File: src/rtl/eth_tx_arbiter.sv
// Round-robin arbiter for three frame sources into one RGMII TX byte stream, with 1G/10-100 byte pacing
// and an enforced inter-frame gap; source bytes are handed over by o_ready/i_valid, output is one cycle later.
module eth_tx_arbiter #(
  parameter int IFG_BYTES = 12
) (
  input  logic        i_clk,
  input  logic        i_rst,
  input  logic        i_speed1000,
  input  logic [2:0]  i_req,
  input  logic [23:0] i_data,
  input  logic [2:0]  i_valid,
  input  logic [2:0]  i_last,
  output logic [2:0]  o_grant,
  output logic [2:0]  o_ready,
  output logic [7:0]  o_tx_data,
  output logic        o_tx_valid,
  output logic        o_busy
);

  localparam int GAP_W = $clog2(2 * IFG_BYTES + 2);
  localparam logic [GAP_W-1:0] GAP_1G  = GAP_W'(IFG_BYTES);
  localparam logic [GAP_W-1:0] GAP_100 = GAP_W'(2 * IFG_BYTES);

  typedef enum logic [1:0] {IDLE, GRANT, XFER, GAP} state_t;

  state_t           state_q;
  logic [1:0]       ptr_q;
  logic [1:0]       sel_q;
  logic             mode_q;
  logic             phase_q;
  logic             hold_q;
  logic [GAP_W-1:0] gap_q;
  logic [2:0]       grant_q;
  logic [2:0]       ready_q;
  logic [7:0]       tx_data_q;
  logic             tx_valid_q;

  logic [2:0] req_rot;
  logic [1:0] win_off;
  logic [2:0] win_sum;
  logic [1:0] sel_d;
  logic [1:0] ptr_d;

  // Rotate requests so bit 0 is the source the pointer names, then take the first one set.
  always_comb begin
    case (ptr_q)
      2'd1:    req_rot = {i_req[0], i_req[2], i_req[1]};
      2'd2:    req_rot = {i_req[1], i_req[0], i_req[2]};
      default: req_rot = i_req;
    endcase
    if (req_rot[0])      win_off = 2'd0;
    else if (req_rot[1]) win_off = 2'd1;
    else                 win_off = 2'd2;
    win_sum = {1'b0, ptr_q} + {1'b0, win_off};
    sel_d   = (win_sum >= 3'd3) ? 2'(win_sum - 3'd3) : win_sum[1:0];
    ptr_d   = (sel_d == 2'd2) ? 2'd0 : sel_d + 2'd1;
  end

  logic       sel_vld;
  logic       sel_last;
  logic [7:0] sel_dat;
  logic       ready_cyc;
  logic       accept;
  logic       frame_end;

  always_comb begin
    case (sel_q)
      2'd1: begin
        sel_vld  = i_valid[1];
        sel_last = i_last[1];
        sel_dat  = i_data[15:8];
      end
      2'd2: begin
        sel_vld  = i_valid[2];
        sel_last = i_last[2];
        sel_dat  = i_data[23:16];
      end
      default: begin
        sel_vld  = i_valid[0];
        sel_last = i_last[0];
        sel_dat  = i_data[7:0];
      end
    endcase
    ready_cyc = |ready_q;
    accept    = ready_cyc & sel_vld;
    frame_end = ready_cyc & (~sel_vld | sel_last);
  end

  always_ff @(posedge i_clk) begin
    if (i_rst) begin
      state_q    <= IDLE;
      ptr_q      <= 2'd0;
      sel_q      <= 2'd0;
      mode_q     <= 1'b0;
      phase_q    <= 1'b0;
      hold_q     <= 1'b0;
      gap_q      <= '0;
      grant_q    <= 3'b000;
      ready_q    <= 3'b000;
      tx_data_q  <= 8'h00;
      tx_valid_q <= 1'b0;
    end else begin
      // In 10/100 mode each byte stays on the wire for a second cycle.
      if (accept) begin
        tx_data_q  <= sel_dat;
        tx_valid_q <= 1'b1;
        hold_q     <= ~mode_q;
      end else if (hold_q) begin
        hold_q <= 1'b0;
      end else begin
        tx_data_q  <= 8'h00;
        tx_valid_q <= 1'b0;
      end

      case (state_q)
        IDLE: begin
          if (|i_req) begin
            state_q <= GRANT;
            grant_q <= 3'b001 << sel_d;
            sel_q   <= sel_d;
            ptr_q   <= ptr_d;
            mode_q  <= i_speed1000;
          end
        end
        GRANT: begin
          state_q <= XFER;
          phase_q <= 1'b0;
          ready_q <= grant_q;
        end
        XFER: begin
          if (frame_end) begin
            state_q <= GAP;
            grant_q <= 3'b000;
            ready_q <= 3'b000;
            phase_q <= 1'b0;
            gap_q   <= mode_q ? GAP_1G : GAP_100;
          end else begin
            phase_q <= mode_q ? 1'b0 : ~phase_q;
            ready_q <= (mode_q || phase_q) ? grant_q : 3'b000;
          end
        end
        GAP: begin
          // Leave on the final count so the IDLE/GRANT overhead fits inside the gap slack.
          if (gap_q == '0) begin
            state_q <= IDLE;
          end else if (!tx_valid_q) begin
            gap_q <= gap_q - GAP_W'(1);
            if (gap_q == GAP_W'(1)) state_q <= IDLE;
          end
        end
        default: state_q <= IDLE;
      endcase
    end
  end

  assign o_grant    = grant_q;
  assign o_ready    = ready_q;
  assign o_tx_data  = tx_data_q;
  assign o_tx_valid = tx_valid_q;
  assign o_busy     = (state_q != IDLE);

endmodule
File: config.mk
export PLATFORM = sky130hd
export DESIGN_NAME = eth_tx_arbiter
export DESIGN_NICKNAME = d
export VERILOG_FILES = /design/src/rtl/eth_tx_arbiter.sv
export SDC_FILE = /design/constraint.sdc
export NUM_CORES = 1
export LEC_CHECK = 0
export ABC_AREA = 1
export CORE_UTILIZATION = 47
export DETAILED_ROUTE_END_ITERATION = 6
export PLACE_DENSITY = 0.81
export SETUP_SLACK_MARGIN = 0.05
export SLEW_MARGIN = 40
export SYNTH_ARGS = -nofsm -noshare
export SYNTH_HDL_FRONTEND = slang
export SYNTH_SLANG_ARGS = --single-unit
File: constraint.sdc
create_clock -name i_clk -period 3.4 [get_ports i_clk]
set_input_delay 0.51 -clock i_clk [delete_from_list [all_inputs] [get_ports i_clk]]
set_output_delay 0.51 -clock i_clk [all_outputs]
set_load 0.1 [all_outputs]
==> results of run 1 <==
[final timing paths]
kind                              endpoint  startpoint  slack [ns]  depth (start not counted)
worst max-delay path            o_grant[0]    i_req[2]        0.33                         18
worst min-delay path              gap_q[1]    gap_q[1]        0.47                          2
worst max register to register  o_grant[0]    ptr_q[0]        0.38                         19
worst min register to register    gap_q[1]    gap_q[1]        0.47                          2
[per-stage QoR]
step | setup TNS, ns | cells | util, %
final | 0 | 363 | 65.1
after global routing | 0 | 363 | 65.1
after CTS | 0 | 363 | 65.0
after detailed placement | -0.341 | 355 | 61.8
after global placement | 0 | 355 | 63.8
after floorplan | 0 | 262 | -
[per-layer routing]
metal  GRT usage (%)  up-vias  wire length, um
li1                -      959                -
met1            28.8      784             1950
met2            35.0       54             1790
met3            5.89        7              208
met4            11.1        0               87
met5               0        -                0
[worst reg2reg max path: stages, from the launching register on]
cell and delay (ns):
sky130_fd_sc_hd__dfxtp_1 0.37, sky130_fd_sc_hd__inv_1 0.08, sky130_fd_sc_hd__ha_1 0.28, sky130_fd_sc_hd__inv_1 0.06
sky130_fd_sc_hd__o221ai_1 0.07, sky130_fd_sc_hd__o21ai_0 0.14, sky130_fd_sc_hd__nor2_1 0.12, sky130_fd_sc_hd__ha_1 0.16
sky130_fd_sc_hd__inv_1 0.05, sky130_fd_sc_hd__fa_1 0.50, sky130_fd_sc_hd__inv_1 0.08, sky130_fd_sc_hd__ha_1 0.18
sky130_fd_sc_hd__nor2_1 0.17, sky130_fd_sc_hd__nand3_1 0.08, sky130_fd_sc_hd__o21ai_0 0.16, sky130_fd_sc_hd__inv_1 0.16
sky130_fd_sc_hd__nand3_1 0.10, sky130_fd_sc_hd__nand3_1 0.07, sky130_fd_sc_hd__nand2_1 0.07, sky130_fd_sc_hd__nor2_1 0.04
[Yosys cell counts]
master	count	area, um^2
sky130_fd_sc_hd__a21oi_1	16	80.1
sky130_fd_sc_hd__nand2_2	2	12.5
sky130_fd_sc_hd__xor2_1	2	17.5
sky130_fd_sc_hd__o21ai_1	9	45.0
sky130_fd_sc_hd__or3_4	1	11.3
sky130_fd_sc_hd__o22ai_2	1	12.5
sky130_fd_sc_hd__or2_4	1	8.76
sky130_fd_sc_hd__nand3_1	32	160
sky130_fd_sc_hd__ha_1	12	150
sky130_fd_sc_hd__nand2_4	1	11.3
sky130_fd_sc_hd__nand4_1	1	6.26
sky130_fd_sc_hd__nor2_1	21	78.8
sky130_fd_sc_hd__nand2_1	61	229
sky130_fd_sc_hd__dfxtp_1	29	581
sky130_fd_sc_hd__inv_2	3	11.3
sky130_fd_sc_hd__buf_8	1	15.0
sky130_fd_sc_hd__a21boi_0	1	7.51
sky130_fd_sc_hd__o221ai_1	1	8.76
sky130_fd_sc_hd__fa_1	1	20.0
sky130_fd_sc_hd__a211oi_1	2	15.0
sky130_fd_sc_hd__o21ai_0	18	90.1
sky130_fd_sc_hd__a21oi_2	3	26.3
sky130_fd_sc_hd__clkbuf_1	4	15.0
sky130_fd_sc_hd__o21ai_4	1	16.3
sky130_fd_sc_hd__buf_4	2	15.0
sky130_fd_sc_hd__o22ai_1	1	6.26
sky130_fd_sc_hd__inv_1	31	116
sky130_fd_sc_hd__nand3_2	4	40.0
[cell families after synthesis]
family / count (synthesis) / synth area share (%)
AND/OR/NAND/NOR: 124 / 30.9
buffers and inverters: 41 / 9.56
flip-flops: 29 / 32.1
XOR/XNOR: 2 / 0.970
adder cells (fa/ha/maj): 13 / 9.42
AO/OA/AOI/OAI: 53 / 17.0
[area by class of cell]
cell class,instances,area (um^2),area share [%]
repair buffers,52,440,18.5
well taps,48,60.1,2.52
clock inverters,1,30.0,1.26
inverters,34,128,5.36
flip-flops and latches,29,581,24.4
multi-input cells,192,1060,44.4
clock buffers,7,86.3,3.62
[power by group through the flow]
stage	clock (mW)	sequential [mW]	combinational, mW
CTS	0.383	0.505	1.43
global route	0.396	0.518	1.63
floorplan	0	0.736	0.946
finish	0.373	0.505	1.45
detailed placement	0	0.511	1.42
global placement	0	0.510	1.42
[sequential cells by signal, indices dropped and copies added, names as in the netlist, 2 cells and up]
register   cells
o_tx_data      8
gap_q          5
o_grant        3
o_ready        3
ptr_q          2
sel_q          2
state_q        2
[repair_timing]
action | 4_1_cts | 5_1_grt
hold buffers | 0 | 0
setup endpoints to repair | 0 | 5
gates resized for setup | 0 | 1
==> PnR_summary.wiki, run 1 <==
{| class="wikitable"
! Metric !! Value
|-
| Commonest non-fill, non-tap cell in the layout || sky130_fd_sc_hd__nand2_1
|-
| Slew @ Worst Pin || 0.497 ns
|-
| Share of cells above drive strength 1 || 13.3%
|-
| Worst Slack Setup Final || 0.329 ns
|-
| Routed length per instance || 11.1 um
|-
| Floorplan row count || 22
|-
| Power density normalized to cell area || 975 nW/um^2
|-
| Global router's overall resource usage || 22.6%
|-
| Startpoint Class || primary input
|-
| Number of buffers added for setup after CTS || 0
|-
| Detailed Route Iter0 Violations || 72
|-
| H-tree depth reported by CTS || 2
|-
| Die extent in y || 64 um
|-
| CTS tree || built
|-
| Sequential share of the synthesized area || 32.1%
|-
| Total overflow reported by the global router || 0
|-
| Slew headroom || 67.1%
|-
| Number of fill cells in the layout || 353
|-
| Global-route wire length before repair || 7.16 mm
|-
| Critical Path End Type || register
|-
| Root buffer cell || sky130_fd_sc_hd__clkbuf_8
|-
| Routability-driven placement congestion ratio || 0.812
|-
| Timing-limited maximum frequency || 326 MHz
|-
| Netlist Area Pre-Place || 1810 um^2
|-
| Cell Area, Placed || 2260 um^2
|-
| Number of warning messages in the yosys log || 0
|-
| Synthesized area per cell || 6.90 um^2
|-
| Via count of the first global-routing pass || 1686
|-
| CORE AREA || 3660 um^2
|-
| Largest net degree at the start of global routing || 22
|-
| VDD IR-drop max || 0.623 mV
|-
| Final Routed Wirelength || 4.03 mm
|-
| Hold Crit Class || register to register
|-
| Final number of max-transition violations || 0
|-
| Leakage power of the design || 1.09 nW
|-
| Insertion delay to the later sink of the worst-skew pair || 0.29 ns
|-
| Antenna cells || 0
|-
| Number of buffer and inverter instances along the worst setup path || 5
|-
| Part of the power in combinational logic || 62.2%
|-
| Count of input and output buffers || 51
|-
| Number of failing hold endpoints at the final stage || 0
|-
| Number of placed I/O pins || 52
|-
| HPWL after detailed placement || 3.05 mm
|-
| Unrepaired setup endpoints after global routing || no
|-
| Share of total power in the clock network || 16.1%
|-
| Crit-path cells || clkdlybuf4s50_1 > inv_1 > o221ai_1 > o21ai_0 > nor2_1 > ha_1 > inv_1 > fa_1 > inv_1 > ha_1 > nor2_1 > nand3_1 > o21ai_0 > inv_1 > nand3_1 > nand3_1 > nand2_1 > nor2_1
|-
| Tcrit/Tclk final || 90.3%
|-
| Part of the power in registers || 21.8%
|-
| CTS buffer count || 5
|-
| Critical path required time || 3.59 ns
|-
| Maximum capacitance violations || 0
|-
| Vias || 1804
|-
| Layout net count || 363
|-
| Commonest cells after routing, fill and taps aside || 61 x sky130_fd_sc_hd__nand2_1, 35 x sky130_fd_sc_hd__clkdlybuf4s50_1, 32 x sky130_fd_sc_hd__nand3_1
|-
| Synthesized flop and latch total || 29
|-
| DIE AREA || 4100 um^2
|-
| Via density || 4.97
|-
| Cells after Synth || 262
|-
| Post-Layout Inst Area || 2380 um^2
|-
| Classification of the worst setup path || primary input to register
|-
| TritonRoute pass-1 iters || 4
|-
| Synth Net Count || 311
|-
| Crit-path max cell delay || 0.50 ns
|-
| Sw power || 1.19 mW
|-
| Period minus WS final || 3.07 ns
|-
| Largest delay contributor family on the critical path || adder cells
|-
| Starting density of the core || 49.4%
|-
| CP dominant cell by count || sky130_fd_sc_hd__inv_1
|-
| Unique masters post-synth || 28
|-
| Cell-internal power || 1.13 mW
|-
| Fraction of power spent switching nets || 51.4%
|-
| CTS clk-pin slew, worst paths || 0.06 ns
|-
| Number of sinks on the clock net || 29
|-
| DR DRC count || 0
|-
| Hold slack || 0.471 ns
|-
| Result of the run || complete, no violations
|-
| Pre-CTS WS || -0.0858 ns
|-
| Bufs on Longest Clock Path || 2
|-
| Chip width || 64 um
|-
| Clk_skew || 0.00607 ns
|-
| Number of antenna-violating nets in the routed design || 0
|-
| Antenna violations before repair || 0
|-
| Setup violation total in the final timing report || 0
|-
| Area growth from synthesis to layout || 31.9%
|-
| Top fanout value on the critical path || 4
|-
| Final total power || 2.32 mW
|-
| WP data arrival || 3.26 ns
|-
| Highest-delay cell along the critical path || sky130_fd_sc_hd__fa_1
|}
No activity file was read; power rests on OpenSTA's default activity.
==> run 2: changes to the inputs <==
==> constraint.sdc (replaced) <==
create_clock -name i_clk -period 3.29 [get_ports i_clk]
set_input_delay 0.4935 -clock i_clk [delete_from_list [all_inputs] [get_ports i_clk]]
set_output_delay 0.4935 -clock i_clk [all_outputs]
set_load 0.1 [all_outputs]
==> PnR_summary.wiki, run 2 (synthesis gave the netlist of run 1 again) <==
{| class="wikitable"
! Metric !! Value
|-
| H-tree depth reported by CTS || 2 (unchanged)
|-
| Maximum capacitance violations || 0 (unchanged)
|-
| Critical Path End Type || register
|-
| CTS buffer count || 5 (unchanged)
|-
| Tcrit/Tclk final || 92.8%
|-
| HPWL after detailed placement || 3.08 mm (+1.2%)
|-
| DR DRC count || 0 (unchanged)
|-
| VDD IR-drop max || 0.671 mV (+7.6%)
|-
| Clk_skew || 0.00444 ns (-0.00163 ns)
|-
| Result of the run || complete, no violations
|-
| CORE AREA || 3660 um^2 (unchanged)
|-
| Bufs on Longest Clock Path || 2 (unchanged)
|-
| CTS clk-pin slew, worst paths || 0.06 ns (about the same)
|-
| Total overflow reported by the global router || 0 (unchanged)
|-
| Setup slack on the worst flop-to-flop path || 0.28 ns (-0.10 ns)
|-
| Cell Area, Placed || 2260 um^2 (+0.11%)
|-
| Timing-limited maximum frequency || 328 MHz
|-
| Commonest non-fill, non-tap cell in the layout || sky130_fd_sc_hd__nand2_1
|-
| Count of input and output buffers || 51 (unchanged)
|-
| Total met3 wirelength after detailed routing || 222 um (+6.7%)
|-
| Layout net count || 364 (+0.28%)
|-
| Global-route wire length before repair || 6.98 mm (-2.5%)
|-
| Share of cells above drive strength 1 || 13.6% (+0.27 points)
|-
| Register cell area after layout || 581 um^2 (unchanged)
|-
| Destination of the critical timing path || o_grant[2]
|-
| Area taken by multi-input logic gates || 1070 um^2 (+1.3%)
|-
| Period minus WS final || 3.05 ns
|-
| Number of cells on the critical path || 19 (+1)
|-
| Die extent in y || 64 um (unchanged)
|-
| Antenna cells || 0 (unchanged)
|-
| DIE AREA || 4100 um^2 (unchanged)
|-
| Post-Layout Inst Area || 2370 um^2 (-0.53%)
|-
| Uppermost metal layer occupied by signal nets || met4
|-
| Number of hold buffers added after CTS || 0 (unchanged)
|-
| Number of fill cells in the layout || 342 (-3.1%)
|-
| Startpoint Class || primary input
|-
| Worst R2R Path Depth || 21 (+2)
|-
| Slew headroom || 67.3% (+0.18 points)
|-
| Leakage power of the design || 1.08 nW (-1.0%)
|-
| Commonest cells after routing, fill and taps aside || 61 x sky130_fd_sc_hd__nand2_1, 35 x sky130_fd_sc_hd__clkdlybuf4s50_1, 32 x sky130_fd_sc_hd__nand3_1
|-
| Setup violation total in the final timing report || 0 (unchanged)
|-
| Number of sinks on the clock net || 29 (unchanged)
|-
| Classification of the worst setup path || primary input to register
|-
| Slew @ Worst Pin || 0.494 ns (-0.00278 ns)
|-
| Hold Crit Class || register to register
|-
| Area growth from synthesis to layout || 31.2%
|-
| Crit-path max cell delay || 0.50 ns (about the same)
|-
| Number of placed I/O pins || 52 (unchanged)
|-
| Via density || 5.11 (+2.8%)
|-
| Starting density of the core || 49.4% (unchanged)
|-
| Detailed Route Iter0 Violations || 30 (-58%)
|-
| Worst R2R Start || ptr_q[0]
|-
| Via count of the first global-routing pass || 1688 (+0.12%)
|-
| Routability-driven placement congestion ratio || 0.824 (+1.4%)
|-
| Antenna violations before repair || 0 (unchanged)
|-
| Final Routed Wirelength || 4.13 mm (+2.3%)
|-
| M1 WL || 1.90 mm (-2.6%)
|-
| Critical path required time || 3.51 ns (-0.08 ns)
|-
| Vias || 1859 (+3.0%)
|-
| Finished Core Util || 64.7% (-0.34 points)
|-
| Number of buffer and inverter instances along the worst setup path || 4 (-1)
|-
| R2R Path End || o_grant[2]
|-
| Power density normalized to cell area || 1010 nW/um^2 (+3.6%)
|-
| Largest delay contributor family on the critical path || simple AND/OR/NAND/NOR gates
|-
| CP dominant cell by count || sky130_fd_sc_hd__nand2_1
|-
| Largest net degree at the start of global routing || 21 (-4.5%)
|-
| Final number of max-transition violations || 0 (unchanged)
|-
| Insertion delay to the later sink of the worst-skew pair || 0.28 ns (about the same)
|-
| Number of failing hold endpoints at the final stage || 0 (unchanged)
|-
| Number of flip-flops under the largest register name || 8 (unchanged)
|-
| Final total negative setup slack || 0 ns (unchanged)
|-
| Crit-path cells || clkdlybuf4s50_1 > inv_1 > o221ai_1 > o21ai_1 > nor2_1 > ha_1 > inv_1 > fa_1 > inv_1 > ha_1 > nor2_2 > nand2_1 > nand2_1 > o21ai_4 > nor2_1 > nand2_1 > nand3_1 > nand2_1 > nor2_1
|-
| Number of antenna-violating nets in the routed design || 0 (unchanged)
|-
| Crit path from || i_req[2]
|-
| Routed wire length on met2 || 1.92 mm (+7.2%)
|-
| WP data arrival || 3.27 ns (about the same)
|-
| Routed length per instance || 11.3 um (+2.0%)
|-
| CTS tree || built
|-
| Unrepaired setup endpoints after global routing || no
|-
| Top fanout value on the critical path || 6 (+2)
|-
| Chip width || 64 um (unchanged)
|-
| TritonRoute pass-1 iters || 4 (unchanged)
|-
| Global router's overall resource usage || 22.0% (-0.56 points)
|-
| Root buffer cell || sky130_fd_sc_hd__clkbuf_8
|-
| Floorplan row count || 22 (unchanged)
|-
| Highest-delay cell along the critical path || sky130_fd_sc_hd__fa_1
|}
==> run 2: final cells by class <==
cell class | instances | area share, %
Sequential cell | 29 | 24.5
Multi-Input combinational cell | 192 | 45.2
Timing Repair Buffer | 53 | 19.0
Inverter | 34 | 5.39
Tap cell | 48 | 2.53
Clock buffer | 8 | 3.38
==> run 2: where the power goes <==
part,switching [mW],leakage (nW),internal (mW)
sequential,0.0752,0.237,0.448
combinational,1.07,0.806,0.521
clock,0.129,0.0395,0.150
==> run 2: worst register-to-register path: stages (launching register included) <==
cell                      delay (ns)
sky130_fd_sc_hd__dfxtp_1        0.36
sky130_fd_sc_hd__inv_1          0.08
sky130_fd_sc_hd__ha_1           0.19
sky130_fd_sc_hd__inv_1          0.07
sky130_fd_sc_hd__o22ai_1        0.08
sky130_fd_sc_hd__nand2_1        0.06
sky130_fd_sc_hd__o21ai_0        0.10
sky130_fd_sc_hd__nor2_1         0.13
sky130_fd_sc_hd__ha_1           0.15
sky130_fd_sc_hd__inv_1          0.04
sky130_fd_sc_hd__fa_1           0.50
sky130_fd_sc_hd__inv_1          0.10
sky130_fd_sc_hd__ha_1           0.20
sky130_fd_sc_hd__nor2_2         0.17
sky130_fd_sc_hd__nand2_1        0.14
sky130_fd_sc_hd__nand2_1        0.15
sky130_fd_sc_hd__o21ai_4        0.10
sky130_fd_sc_hd__nor2_1         0.09
sky130_fd_sc_hd__nand2_1        0.05
sky130_fd_sc_hd__nand3_1        0.06
sky130_fd_sc_hd__nand2_1        0.05
sky130_fd_sc_hd__nor2_1         0.08
==> run 2: metal layers <==
| metal | vias up | GRT usage, % |
|---|---|---|
| met1 | 840 | 26.8 |
| met5 | - | 0 |
| met2 | 50 | 34.8 |
| li1 | 962 | - |
| met3 | 7 | 6.25 |
| met4 | 0 | 11.6 |
==> run 2: worst min path at each step <==
stage,startpoint,endpoint,slack (ns),depth (start not counted)
finish,mode_q,hold_q,0.47,1
global route,mode_q,hold_q,0.49,1
CTS,o_tx_data[2],o_tx_data[2],0.48,2
detailed placement,o_tx_data[2],o_tx_data[2],0.47,2
global placement,gap_q[1],gap_q[1],0.46,2
floorplan,mode_q,hold_q,0.43,1
==> run 2: what timing repair did <==
| action | in CTS | in global routing |
|---|---|---|
| setup buffers | 0 | 1 |
| endpoints found under the setup margin | 0 | 6 |
| resized for setup | 0 | 6 |
==> run 2: per-stage QoR <==
step | hold WS [ns] | power [mW] | setup slack [ns] | instances
after global placement | 0.461 | 1.99 | 0.0150 | 355
final | 0.468 | 2.39 | 0.238 | 364
after detailed placement | 0.467 | 1.99 | -0.118 | 355
after global routing | 0.492 | 2.62 | 0.000340 | 364
after floorplan | 0.426 | 1.74 | 0.553 | 262
after CTS | 0.476 | 2.28 | 0.192 | 363
